File: config.mk
export PLATFORM = sky130hd
export DESIGN_NAME = serial_op_issuer
export DESIGN_NICKNAME = d
export VERILOG_FILES = /design/src/rtl/serial_op_pkg.sv /design/src/rtl/op_fifo.sv /design/src/rtl/serial_op_issuer.sv
export SDC_FILE = /design/constraint.sdc
export NUM_CORES = 1
export LEC_CHECK = 0
export ABC_AREA = 1
export BUFFER_PORTS_ARGS = -buffer_cell sky130_fd_sc_hd__buf_2
export CORE_ASPECT_RATIO = 1.4
export CORE_MARGIN = 3
export CORE_UTILIZATION = 30
export DETAILED_ROUTE_END_ITERATION = 10
export PLACE_DENSITY = 0.45
export SKIP_LAST_GASP = 1
export SLEW_MARGIN = 20
export SYNTH_ARGS = -nofsm -noshare
export SYNTH_HDL_FRONTEND = slang
export SYNTH_SLANG_ARGS = --single-unit
File: constraint.sdc
create_clock -name clk -period 5.6 [get_ports clk]
set_input_delay 0 -clock clk [delete_from_list [all_inputs] [get_ports clk]]
set_output_delay 0 -clock clk [all_outputs]
set_load 0.02 [all_outputs]
File: src/rtl/serial_op_pkg.sv
// Shared definitions for the bit-serial AND/OR unit and its issuer: state encoding and timing defaults.
// Latency: none (package). Backpressure: n/a.
// Flow control: n/a.
package serial_op_pkg;

   localparam int WIDTH_DEF   = 4;
   localparam int SERIAL_LAT  = 15;
   localparam int TIMEOUT_DEF = 31;

   typedef enum logic [1:0] {
      IDLE  = 2'd0,
      ISSUE = 2'd1,
      WAIT  = 2'd2,
      HOLD  = 2'd3
   } issuer_state_t;

endpackage

File: src/rtl/op_fifo.sv
// Synchronous FIFO holding operand pairs; head entry is visible combinationally on rdata.
// Latency: a push is visible at the head one cycle later. Backpressure: push ignored when full, pop ignored when empty.
module op_fifo #(
   parameter int W     = 8,
   parameter int DEPTH = 4,
   localparam int AW   = $clog2(DEPTH)
) (
   input  logic          clk,
   input  logic          reset,
   input  logic          push,
   input  logic [W-1:0]  wdata,
   input  logic          pop,
   output logic [W-1:0]  rdata,
   output logic          full,
   output logic          empty,
   output logic [AW:0]   count
);

   localparam logic [AW:0] FULL_CNT = DEPTH[AW:0];

   logic [W-1:0]  mem [DEPTH];
   logic [AW-1:0] wr_ptr;
   logic [AW-1:0] rd_ptr;
   logic          do_push;
   logic          do_pop;

   assign do_push = push && !full;
   assign do_pop  = pop && !empty;

   // Pointers wrap naturally; the extra count bit distinguishes full from empty.
   always_ff @(posedge clk) begin
      if (reset) begin
         wr_ptr <= '0;
         rd_ptr <= '0;
         count  <= '0;
      end else begin
         if (do_push) wr_ptr <= wr_ptr + 1'b1;
         if (do_pop)  rd_ptr <= rd_ptr + 1'b1;
         case ({do_push, do_pop})
            2'b10:   count <= count + 1'b1;
            2'b01:   count <= count - 1'b1;
            default: count <= count;
         endcase
      end
   end

   always_ff @(posedge clk) begin
      if (do_push) mem[wr_ptr] <= wdata;
   end

   assign rdata = mem[rd_ptr];
   assign full  = (count == FULL_CNT);
   assign empty = (count == '0);

endmodule

File: src/rtl/serial_op_issuer.sv
// Issues buffered operand pairs one at a time to the bit-serial unit with a watchdog; ISSUER_STATS_EN adds op/timeout counters.
// Latency: pair accepted at edge N pops at N+1, s high the following cycle; result valid the cycle after done_in.
// Backpressure: in_ready = FIFO not full; a result waiting on res_ready blocks further issue.
module serial_op_issuer
   import serial_op_pkg::*;
#(
   parameter int WIDTH   = WIDTH_DEF,
   parameter int DEPTH   = 4,
   parameter int TIMEOUT = TIMEOUT_DEF
) (
   input  logic             clk,
   input  logic             reset,
   input  logic             in_valid,
   output logic             in_ready,
   input  logic [WIDTH-1:0] in_a,
   input  logic [WIDTH-1:0] in_b,
   output logic             s,
   output logic [WIDTH-1:0] Ain,
   output logic [WIDTH-1:0] Bin,
   input  logic             done_in,
   input  logic [WIDTH-1:0] C_in,
   output logic             res_valid,
   input  logic             res_ready,
   output logic [WIDTH-1:0] res_data,
   output logic             busy,
   output logic             timeout_err
`ifdef ISSUER_STATS_EN
   ,
   output logic [7:0]       op_count,
   output logic [7:0]       timeout_count
`endif
);

   localparam int              WDW     = $clog2(TIMEOUT + 1);
   localparam logic [WDW-1:0]  WD_LAST = WDW'(TIMEOUT - 1);
   localparam int              CW      = $clog2(DEPTH) + 1;

   issuer_state_t    state, state_nxt;
   logic [WDW-1:0]   watchdog, wd_nxt;
   logic             s_nxt, res_valid_nxt, terr_nxt;
   logic [WIDTH-1:0] ain_nxt, bin_nxt, res_data_nxt;

   logic             fifo_push, fifo_pop, fifo_full, fifo_empty;
   logic [2*WIDTH-1:0] fifo_head;
   logic [CW-1:0]    fifo_count;
   logic             unused_fifo_count;

   assign fifo_push         = in_valid && in_ready;
   assign in_ready          = !fifo_full;
   assign unused_fifo_count = ^fifo_count;

   op_fifo #(
      .W     (2*WIDTH),
      .DEPTH (DEPTH)
   ) u_fifo (
      .clk   (clk),
      .reset (reset),
      .push  (fifo_push),
      .wdata ({in_a, in_b}),
      .pop   (fifo_pop),
      .rdata (fifo_head),
      .full  (fifo_full),
      .empty (fifo_empty),
      .count (fifo_count)
   );

   always_ff @(posedge clk) begin
      if (reset) state <= IDLE;
      else       state <= state_nxt;
   end

   // done_in wins over watchdog expiry when both land in the same WAIT cycle.
   always_comb begin
      state_nxt     = state;
      fifo_pop      = 1'b0;
      s_nxt         = 1'b0;
      ain_nxt       = Ain;
      bin_nxt       = Bin;
      wd_nxt        = watchdog;
      res_valid_nxt = res_valid;
      res_data_nxt  = res_data;
      terr_nxt      = timeout_err;
      case (state)
         IDLE: begin
            if (!fifo_empty) begin
               fifo_pop  = 1'b1;
               ain_nxt   = fifo_head[2*WIDTH-1:WIDTH];
               bin_nxt   = fifo_head[WIDTH-1:0];
               s_nxt     = 1'b1;
               wd_nxt    = '0;
               state_nxt = ISSUE;
            end
         end
         ISSUE: begin
            wd_nxt    = '0;
            state_nxt = WAIT;
         end
         WAIT: begin
            if (done_in) begin
               res_data_nxt  = C_in;
               res_valid_nxt = 1'b1;
               state_nxt     = HOLD;
            end else if (watchdog == WD_LAST) begin
               terr_nxt  = 1'b1;
               state_nxt = IDLE;
            end else begin
               wd_nxt = watchdog + 1'b1;
            end
         end
         HOLD: begin
            if (res_ready) begin
               res_valid_nxt = 1'b0;
               state_nxt     = IDLE;
            end
         end
         default: state_nxt = IDLE;
      endcase
   end

   always_ff @(posedge clk) begin
      if (reset) begin
         s           <= 1'b0;
         Ain         <= '0;
         Bin         <= '0;
         watchdog    <= '0;
         res_valid   <= 1'b0;
         res_data    <= '0;
         timeout_err <= 1'b0;
         busy        <= 1'b0;
      end else begin
         s           <= s_nxt;
         Ain         <= ain_nxt;
         Bin         <= bin_nxt;
         watchdog    <= wd_nxt;
         res_valid   <= res_valid_nxt;
         res_data    <= res_data_nxt;
         timeout_err <= terr_nxt;
         busy        <= (state_nxt != IDLE);
      end
   end

`ifdef ISSUER_STATS_EN
   logic op_done, op_abort;

   assign op_done  = (state == HOLD) && res_ready;
   assign op_abort = (state == WAIT) && !done_in && (watchdog == WD_LAST);

   // op_count wraps; timeout_count saturates so a stuck unit stays visible.
   always_ff @(posedge clk) begin
      if (reset) begin
         op_count      <= '0;
         timeout_count <= '0;
      end else begin
         if (op_done) op_count <= op_count + 8'd1;
         if (op_abort && (timeout_count != 8'hFF)) timeout_count <= timeout_count + 8'd1;
      end
   end
`endif

endmodule

==> qor.yml, run 1 <==
status: "complete, no violations"
cts_buffers: 9
rsz0062_at_grt: "false"
totalPowerFinal_mw: 1.62
die_x_um: 84.7
fin_tns_setup_ps: 0
start_kind: "flop"
setup_viol: 0
dp_hpwl_um: 3560
slew_headroom_pct: 41.0
ys_seq_area_share_pct: 60.0
synth_edf_count: 32
yosys_warnings: 0
max_cap_viol_count: 0
syn_inst: 268
worst_slew_pin_slew_ps: 882
rows: 39
die-area_um2: 9850
insertion_delay_ps: 320
rrSetupSlack_ps: 3370
fin_area_um2: 3240
drtIter0Drc: 47
clockPowerShare_pct: 30.8
synth_top_flop_cell: "edfxtp_1"
p_sw_mw: 0.594
hold_class: "primary input to flop"
cts.repair.resized: 0
arrival_ps: 2420
n_antenna_cell: 0
grt_pass1_wl_um: 8840
cts_setup_buffers: 0
place_area_um2: 2850
timing.final.hold_violations: 0
clkTransAtPathRegs_ps: 60
avgSynthCellArea_um2: 9.72
fin_util_pct: 39.1
fin_crit_sh_pct: 39.8
start_util_pct: 31.4
skew_ps: 5.73
cts-htree-levels: 3
drc_errors: 0
antenna_left: 0
ir_worst_vdd_uv: 215
p_leak_nw: 1.30
synth-async-reset-ratio_pct: 0
grt_pass1_vias: 1855
final_cell_mix: "49 x nor2_1, 36 x nand2_1, 34 x o21ai_0, 33 x buf_2, 32 x edfxtp_1"
required_ps: 5800
port_buffers: 33
internal_power_mw: 1.03
nets: 341
viasPerCell: 4.50
fmax_ghz: 0.449
grt-ovfl-total: 0
switching_share_pct: 36.6
pre_cts_ws_ps: 3400
drive_gt1_share_pct: 19.3
clockBufferDepth: 2
p_per_area_nw_per_um2: 500
setup_ws_ps: 3370
drt-total-wl_um: 5420
antenna_found_initial: 0
cts_tree: "yes"
synth_fp_nets: 293
pwr-share-comb_pct: 30.2
ys_ff_latch: 62
ios: 34
clock_sinks: 62
wl_per_cell_um: 12.8
track_usage_pct: 11.9
grt_max_degree: 20
root_buffer: "clkbuf_16"
vias: 1903
layout_commonest_cell: "nor2_1"
core_area_um2: 8300
crit_type: "flop to flop"
worstPathMaxFanout: 19
slew_violations: 0
min_period_ps: 2230
seq_power_share_pct: 39.0
synth.distinct_cells: 28
place.gp.congestion: 0.782
die_h_um: 116
drt-pass1-iter-count: 4
synthesis.area_um2: 2600
endpoint_kind: "flop"
syn_to_final_growth_pct: 24.6
-- synth_stat cells (all sizes together) (2+ instances only) --
library cell	n	area share, %
a31oi	8	1.9
buf	6	1.5
dfxtp	30	23
o21ai	35	6.7
clkbuf	2	0.34
inv	26	3.7
nor2	53	8.6
a21oi	16	3.5
ha	7	3.4
nand2	40	6.5
nand3	7	1.8
nand4	2	0.48
edfxtp	32	37
-- sequential cells by signal, summed over array words and instances, names as in the netlist --
name,cells
Ain,4
Bin,4
busy,1
res_data,4
res_valid,1
s,1
state,2
timeout_err,1
u_fifo.count,3
u_fifo.mem,32
u_fifo.rd_ptr,2
u_fifo.wr_ptr,2
watchdog,5
-- cells by family (layout without fill, tap and decap cells) --
| logic type | Yosys count | after routing | share of synthesized area (%) |
|---|---|---|---|
| AOI/OAI and AO/OA | 59 | 59 | 12.2 |
| and+or+nand+nor | 103 | 103 | 17.7 |
| xor gates and xnor gates | 1 | 1 | 0.336 |
| adders and majority gates | 8 | 8 | 4.13 |
| buffers and inverters | 35 | 88 | 5.72 |
| DFF | 62 | 62 | 60.0 |
-- final timing paths --
kind,start,end,cells after the start
hold / removal,reset,state[0]$_SDFF_PP0_,2
setup reg to reg,state[0]$_SDFF_PP0_,u_fifo.count[2]$_SDFFE_PP0P_,10
setup / recovery,state[0]$_SDFF_PP0_,u_fifo.count[2]$_SDFFE_PP0P_,10
hold reg to reg,timeout_err$_SDFFE_PP0P_,timeout_err$_SDFFE_PP0P_,2
-- per-stage QoR --
step,hold WS (ps),instances
2_1_floorplan,98.9,268
3_3_place_gp,217,395
3_5_place_dp,216,395
4_1_cts,2.80,423
5_1_grt,14.6,423
6_report,3.85,423
-- routing by layer --
| metal | share of wire, % | routed length [um] | up-vias | global-route usage, % |
|---|---|---|---|---|
| met5 | 0 | 0 | - | 0 |
| met4 | 2.4 | 132 | 0 | 6.12 |
| met3 | 3.3 | 178 | 11 | 3.32 |
| met2 | 51 | 2760 | 31 | 20.4 |
| met1 | 43 | 2350 | 868 | 13.7 |
| li1 | - | - | 993 | - |
-- critical path, stage by stage (launching register included) --
cell and delay, ps:
dfxtp_1 370, inv_1 100, nand2_1 100, a21oi_4 400
ha_1 220, inv_1 60, fa_1 370, a21oi_1 140
o21ai_0 110, o21ai_0 160, a21oi_1 60
-- power groups by stage --
stage | Combinational (mW) | Sequential [mW] | Clock, mW
after floorplan | 0.367 | 0.648 | 0
after global routing | 0.570 | 0.643 | 0.538
after detailed placement | 0.494 | 0.642 | 0
final | 0.490 | 0.633 | 0.499
after global placement | 0.493 | 0.641 | 0
after CTS | 0.505 | 0.634 | 0.513
-- repair_timing --
| item | 4_1_cts | 5_1_grt |
|---|---|---|
| endpoints found under the hold margin | 36 | 0 |
| hold buffers | 12 | 0 |
| setup endpoints to repair | 0 | 0 |
-- layout make-up --
| cell class | count | area [um2] |
|---|---|---|
| tap | 102 | 128 |
| inverter | 27 | 101 |
| sequential | 62 | 1560 |
| fill | 850 | 5050 |
| clock inverter | 7 | 50.0 |
| multi-input combinational | 171 | 893 |
| clock buffer | 9 | 225 |
| timing repair buffer | 45 | 285 |
(Power assumes the default switching activity.)
==> run 2, diff against run 1 <==
--- a/config.mk
+++ b/config.mk
@@ -11,7 +11,7 @@
 export CORE_MARGIN = 3
 export CORE_UTILIZATION = 30
 export DETAILED_ROUTE_END_ITERATION = 10
-export PLACE_DENSITY = 0.45
+export PLACE_DENSITY = 0.47
 export SKIP_LAST_GASP = 1
 export SLEW_MARGIN = 20
 export SYNTH_ARGS = -nofsm -noshare
==> constraint.sdc (replaced) <==
create_clock -name clk -period 1.9 [get_ports clk]
set_input_delay 0 -clock clk [delete_from_list [all_inputs] [get_ports clk]]
set_output_delay 0 -clock clk [all_outputs]
set_load 0.02 [all_outputs]
==> qor.yml, run 2 (synthesis results as in run 1) <==
die-area_um2: 9850  # unchanged
clkTransAtPathRegs_ps: 50  # about the same
wl_per_cell_um: 12.7  # -0.53%
p_per_area_nw_per_um2: 1480  # +200%
port_buffers: 33  # unchanged
worstPathMaxFanout: 3  # -16
drive_gt1_share_pct: 24.0  # +4.7 points
drc_errors: 0  # unchanged
grt-ovfl-total: 0  # unchanged
cts-htree-levels: 3  # unchanged
p_sw_mw: 1.80  # +200%
core_area_um2: 8300  # unchanged
drt-total-wl_um: 5550  # +2.3%
crit_type: "flop to flop"
clockPowerShare_pct: 29.1  # -1.7 points
grt_pass1_vias: 1867  # +0.65%
layout_commonest_cell: "nor2_1"
ios: 34  # unchanged
fin_tns_setup_ps: 0  # unchanged
n_antenna_cell: 0  # unchanged
worst_slew_pin_slew_ps: 483  # -399 ps
fin_util_pct: 40.3  # +1.2 points
reg.largest.list: "u_fifo.mem x32, watchdog x5"
start_kind: "flop"
slew_violations: 0  # unchanged
dp_hpwl_um: 3580  # +0.77%
fin_crit_sh_pct: 90.5  # +51 points
totalPowerFinal_mw: 4.93  # +200%
slew_headroom_pct: 67.8  # +27 points
max_cap_viol_count: 0  # unchanged
antenna_found_initial: 0  # unchanged
p_leak_nw: 1.34  # +3.7%
die_x_um: 84.7  # unchanged
instances_no_fill: 435  # +2.8%
root_buffer: "clkbuf_16"
track_usage_pct: 12.0  # +0.060 points
drtIter0Drc: 89  # +89%
grt_max_degree: 19  # -5.0%
place.gp.congestion: 0.739  # -5.5%
top_register: "u_fifo.mem"
arrival_ps: 1920  # -500 ps
min_period_ps: 1720  # -507 ps
timing.final.hold_violations: 0  # unchanged
setup_viol: 0  # unchanged
ir_worst_vdd_uv: 666  # +210%
pwr-share-comb_pct: 34.7  # +4.5 points
seq_power_share_pct: 36.2  # -2.8 points
clock_sinks: 62  # unchanged
rsz0062_at_grt: "false"
placed_cells: 405  # +2.5%
die_h_um: 116  # unchanged
skew_ps: 4.36  # -1.37 ps
grt_pass1_wl_um: 9160  # +3.7%
endpoint_kind: "flop"
largest_reg_flops: 32  # unchanged
drt-pass1-iter-count: 4  # unchanged
hold_class: "primary input to flop"
cts_buffers: 9  # unchanged
cts_tree: "yes"
required_ps: 2100  # -3700 ps
start_util_pct: 31.4  # unchanged
syn_to_final_growth_pct: 28.3
switching_share_pct: 36.4  # -0.22 points
fmax_ghz: 0.581  # +29%
viasPerCell: 4.48  # -0.41%
internal_power_mw: 3.14  # +210%
whs_ps: 29.6  # +25.8 ps
status: "complete, no violations"
antenna_left: 0  # unchanged
clockBufferDepth: 2  # unchanged
nets: 353  # +3.5%
insertion_delay_ps: 320  # about the same
vias: 1949  # +2.4%
final_cell_mix: "49 x nor2_1, 34 x nand2_1, 33 x buf_2, 32 x o21ai_0, 32 x edfxtp_1"
rows: 39  # unchanged
[run 2: per-layer routing]
metal | vias to the layer above | global-route usage (%) | routed length [um]
li1 | 1013 | - | -
met3 | 9 | 2.96 | 250
met2 | 42 | 19.6 | 2650
met1 | 885 | 15.2 | 2580
met4 | 0 | 5.17 | 73
met5 | - | 0 | 0
[run 2: final timing paths]
path | from | end | slack (ps) | cells after the start
setup / recovery | u_fifo.count[1]$_SDFFE_PP0P_ | u_fifo.count[2]$_SDFFE_PP0P_ | 180 | 10
hold / removal | reset | s$_SDFF_PP0_ | 30 | 2
setup reg to reg | u_fifo.count[1]$_SDFFE_PP0P_ | u_fifo.count[2]$_SDFFE_PP0P_ | 180 | 10
hold reg to reg | timeout_err$_SDFFE_PP0P_ | timeout_err$_SDFFE_PP0P_ | 440 | 2
[run 2: repair_timing]
action                                  CTS  global route
buffers inserted                          0             2
hold buffers                             12             0
endpoints found under the setup margin    0             1
gates resized for setup                   0             5
endpoints found under the hold margin    36             0
[run 2: layout make-up]
class | count | area [um2]
Fill cell | 847 | 4950
Multi-Input combinational cell | 171 | 905
Sequential cell | 62 | 1570
Inverter | 27 | 101
Timing Repair Buffer | 57 | 375
Clock inverter | 7 | 41.3
Clock buffer | 9 | 225
Tap cell | 102 | 128
[run 2: power groups by stage]
stage               Sequential (mW)  Combinational, mW  Clock [mW]
floorplan                      1.92               1.10           0
global placement               1.81               1.66           0
detailed placement             1.81               1.67           0
CTS                            1.79               1.70        1.46
global route                   1.82               1.97        1.52
finish                         1.79               1.71        1.44
[run 2: worst max-delay path: stages (launching register included)]
cell     delay [ps]
dfxtp_2         340
nor2_4          160
nand2_2          80
nand2_2          60
ha_1            130
inv_1            70
fa_2            350
a21oi_2         130
o21ai_1          90
o21ai_1         140
a21oi_1          50
[run 2: per-stage QoR]
| step | area (um2) | setup WS (ps) |
|---|---|---|
| 2_1_floorplan | 2610 | 8.47 |
| 3_3_place_gp | 2930 | 102 |
| 6_report | 3340 | 180 |
| 4_1_cts | 3320 | 39.3 |
| 5_1_grt | 3340 | 14.2 |
| 3_5_place_dp | 2930 | 53.4 |
==> run 3, diff against run 2 <==
--- a/config.mk
+++ b/config.mk
@@ -6,12 +6,12 @@
 export NUM_CORES = 1
 export LEC_CHECK = 0
 export ABC_AREA = 1
-export BUFFER_PORTS_ARGS = -buffer_cell sky130_fd_sc_hd__buf_2
 export CORE_ASPECT_RATIO = 1.4
 export CORE_MARGIN = 3
 export CORE_UTILIZATION = 30
 export DETAILED_ROUTE_END_ITERATION = 10
-export PLACE_DENSITY = 0.47
+export DONT_BUFFER_PORTS = 1
+export PLACE_DENSITY = 0.43
 export SKIP_LAST_GASP = 1
 export SLEW_MARGIN = 20
 export SYNTH_ARGS = -nofsm -noshare
==> qor.yml, run 3 (synthesis results as in run 1) <==
status: "complete, no violations"
timing.final.hold_violations: 0  # unchanged
cp_cell_sequence: "nor2_4 -> nand2_2 -> nand2_2 -> ha_1 -> inv_1 -> fa_2 -> a21oi_2 -> o21ai_1 -> o21ai_1 -> a21oi_1"
min_path_cells: 3  # +1
cts_tree: "yes"
layout_commonest_cell: "nor2_1"
max_cap_viol_count: 0  # unchanged
clkTransAtPathRegs_ps: 60  # about the same
cpMaxStageDelayCell: "fa_2"
arrival_ps: 1940  # +20 ps
largest_reg_flops: 32  # unchanged
start_util_pct: 31.4  # unchanged
port_buffers: 0  # -100%
antenna_found_initial: 0  # unchanged
critical_path.top_delay_family: "adder cells"
die_h_um: 116  # unchanged
die-area_um2: 9850  # unchanged
nets: 327  # -7.4%
setup_ws_ps: 168  # -12.3 ps
cts_buffers: 9  # unchanged
grt_pass1_vias: 1874  # +0.37%
slew_violations: 0  # unchanged
skew_ps: 3.08  # -1.28 ps
grt_max_degree: 19  # unchanged
fin_area_um2: 3290  # -1.4%
drive_gt1_share_pct: 16.3  # -7.7 points
viasPerCell: 4.46  # -0.46%
cts-htree-levels: 3  # unchanged
reg.largest.list: "u_fifo.mem x32, watchdog x5"
dp_hpwl_um: 3680  # +2.6%
n_antenna_cell: 0  # unchanged
final_cell_mix: "49 x nor2_1, 34 x nand2_1, 32 x o21ai_0, 32 x edfxtp_1, 28 x dfxtp_1"
path_buf_inv: 1  # unchanged
place.gp.congestion: 0.751  # +1.7%
rows: 39  # unchanged
instances_no_fill: 409  # -6.0%
required_ps: 2110  # about the same
worstPathMaxFanout: 3  # unchanged
die_x_um: 84.7  # unchanged
clockBufferDepth: 2  # unchanged
cts_setup_buffers: 0  # unchanged
slew_headroom_pct: 61.8  # -6.0 points
syn_to_final_growth_pct: 26.5
cp.depth: 10  # unchanged
ios: 34  # unchanged
fin_tns_setup_ps: 0  # unchanged
drtIter0Drc: 90  # +1.1%
place_area_um2: 2800  # -4.4%
crit_type: "flop to flop"
rrSetupSlack_ps: 170  # about the same
fin_crit_sh_pct: 91.2  # +0.65 points
top_register: "u_fifo.mem"
p_per_area_nw_per_um2: 1590  # +7.5%
core_area_um2: 8300  # unchanged
root_buffer: "clkbuf_16"
setup_viol: 0  # unchanged
worst_slew_pin_slew_ps: 572  # +89.4 ps
reg2reg_depth: 10  # unchanged
ir_worst_vdd_uv: 737  # +11%
endpoint_kind: "flop"
fmax_ghz: 0.577  # -0.71%
track_usage_pct: 12.6  # +0.57 points
fillers: 826  # -2.5%
drt-total-wl_um: 5640  # +1.7%
rsz0062_at_grt: "false"
slowest_delay_ps: 350  # about the same
insertion_delay_ps: 320  # about the same
grt_pass1_wl_um: 9270  # +1.1%
vias: 1824  # -6.4%
drt-pass1-iter-count: 4  # unchanged
hold_class: "primary input to flop"
p_leak_nw: 1.25  # -6.7%
antenna_left: 0  # unchanged
min_period_ps: 1730  # +12.3 ps
clock_sinks: 62  # unchanged
grt-ovfl-total: 0  # unchanged
drc_errors: 0  # unchanged
placed_cells: 377  # -6.9%
pre_cts_ws_ps: 127  # +73.5 ps
wl_per_cell_um: 13.8  # +8.1%
start_kind: "flop"
run 3: path summary, 6_finish.rpt:
check                                    start                      endpoint
hold reg to reg   u_fifo.count[0]$_SDFFE_PP0P_  u_fifo.count[0]$_SDFFE_PP0P_
hold / removal                       res_ready               busy$_SDFF_PP0_
setup reg to reg  u_fifo.count[1]$_SDFFE_PP0P_  u_fifo.count[2]$_SDFFE_PP0P_
setup / recovery  u_fifo.count[1]$_SDFFE_PP0P_  u_fifo.count[2]$_SDFFE_PP0P_
run 3: final cells by class:
cell class,instances,area [um2],area share (%)
multi-input combinational,171,905,27.5
timing repair buffer,31,273,8.28
sequential,62,1560,47.5
inverter,27,101,3.08
clock inverter,7,97.6,2.96
clock buffer,9,225,6.84
tap,102,128,3.88
run 3: worst register-to-register path, cell delays in order, from the launching register on:
cell	delay (ps)
dfxtp_1	340
nor2_4	180
nand2_2	80
nand2_2	70
ha_1	130
inv_1	70
fa_2	350
a21oi_2	130
o21ai_1	80
o21ai_1	120
a21oi_1	60
run 3: metal layers:
| layer | vias up | track usage (%) | share of wire [%] |
|---|---|---|---|
| li1 | 964 | - | - |
| met1 | 821 | 13.3 | 42 |
| met2 | 33 | 22.5 | 52 |
| met3 | 6 | 4.45 | 4.6 |
| met4 | 0 | 5.39 | 1.6 |
| met5 | - | 0 | 0 |
run 3: per-stage QoR:
step / total power, mW / hold WS, ps / utilization (%)
floorplan: 3.01 / 98.9 / -
global placement: 3.45 / 70.8 / 33.8
detailed placement: 3.44 / 72.9 / 33.8
CTS: 5.28 / 14.2 / 39.6
global route: 5.60 / 80.7 / 39.7
finish: 5.23 / 24.6 / 39.7
run 3: repair_timing:
item	CTS	global route
resized for setup	0	3
endpoints found under the hold margin	47	0
hold buffers	16	0
endpoints found under the setup margin	0	1
run 3: report_power, final:
group          total, mW  internal [mW]  leakage, nW  switching (mW)
logic               1.56          0.581        0.562           0.984
registers           1.90           1.67        0.541           0.239
clock network       1.76           1.15        0.152           0.605
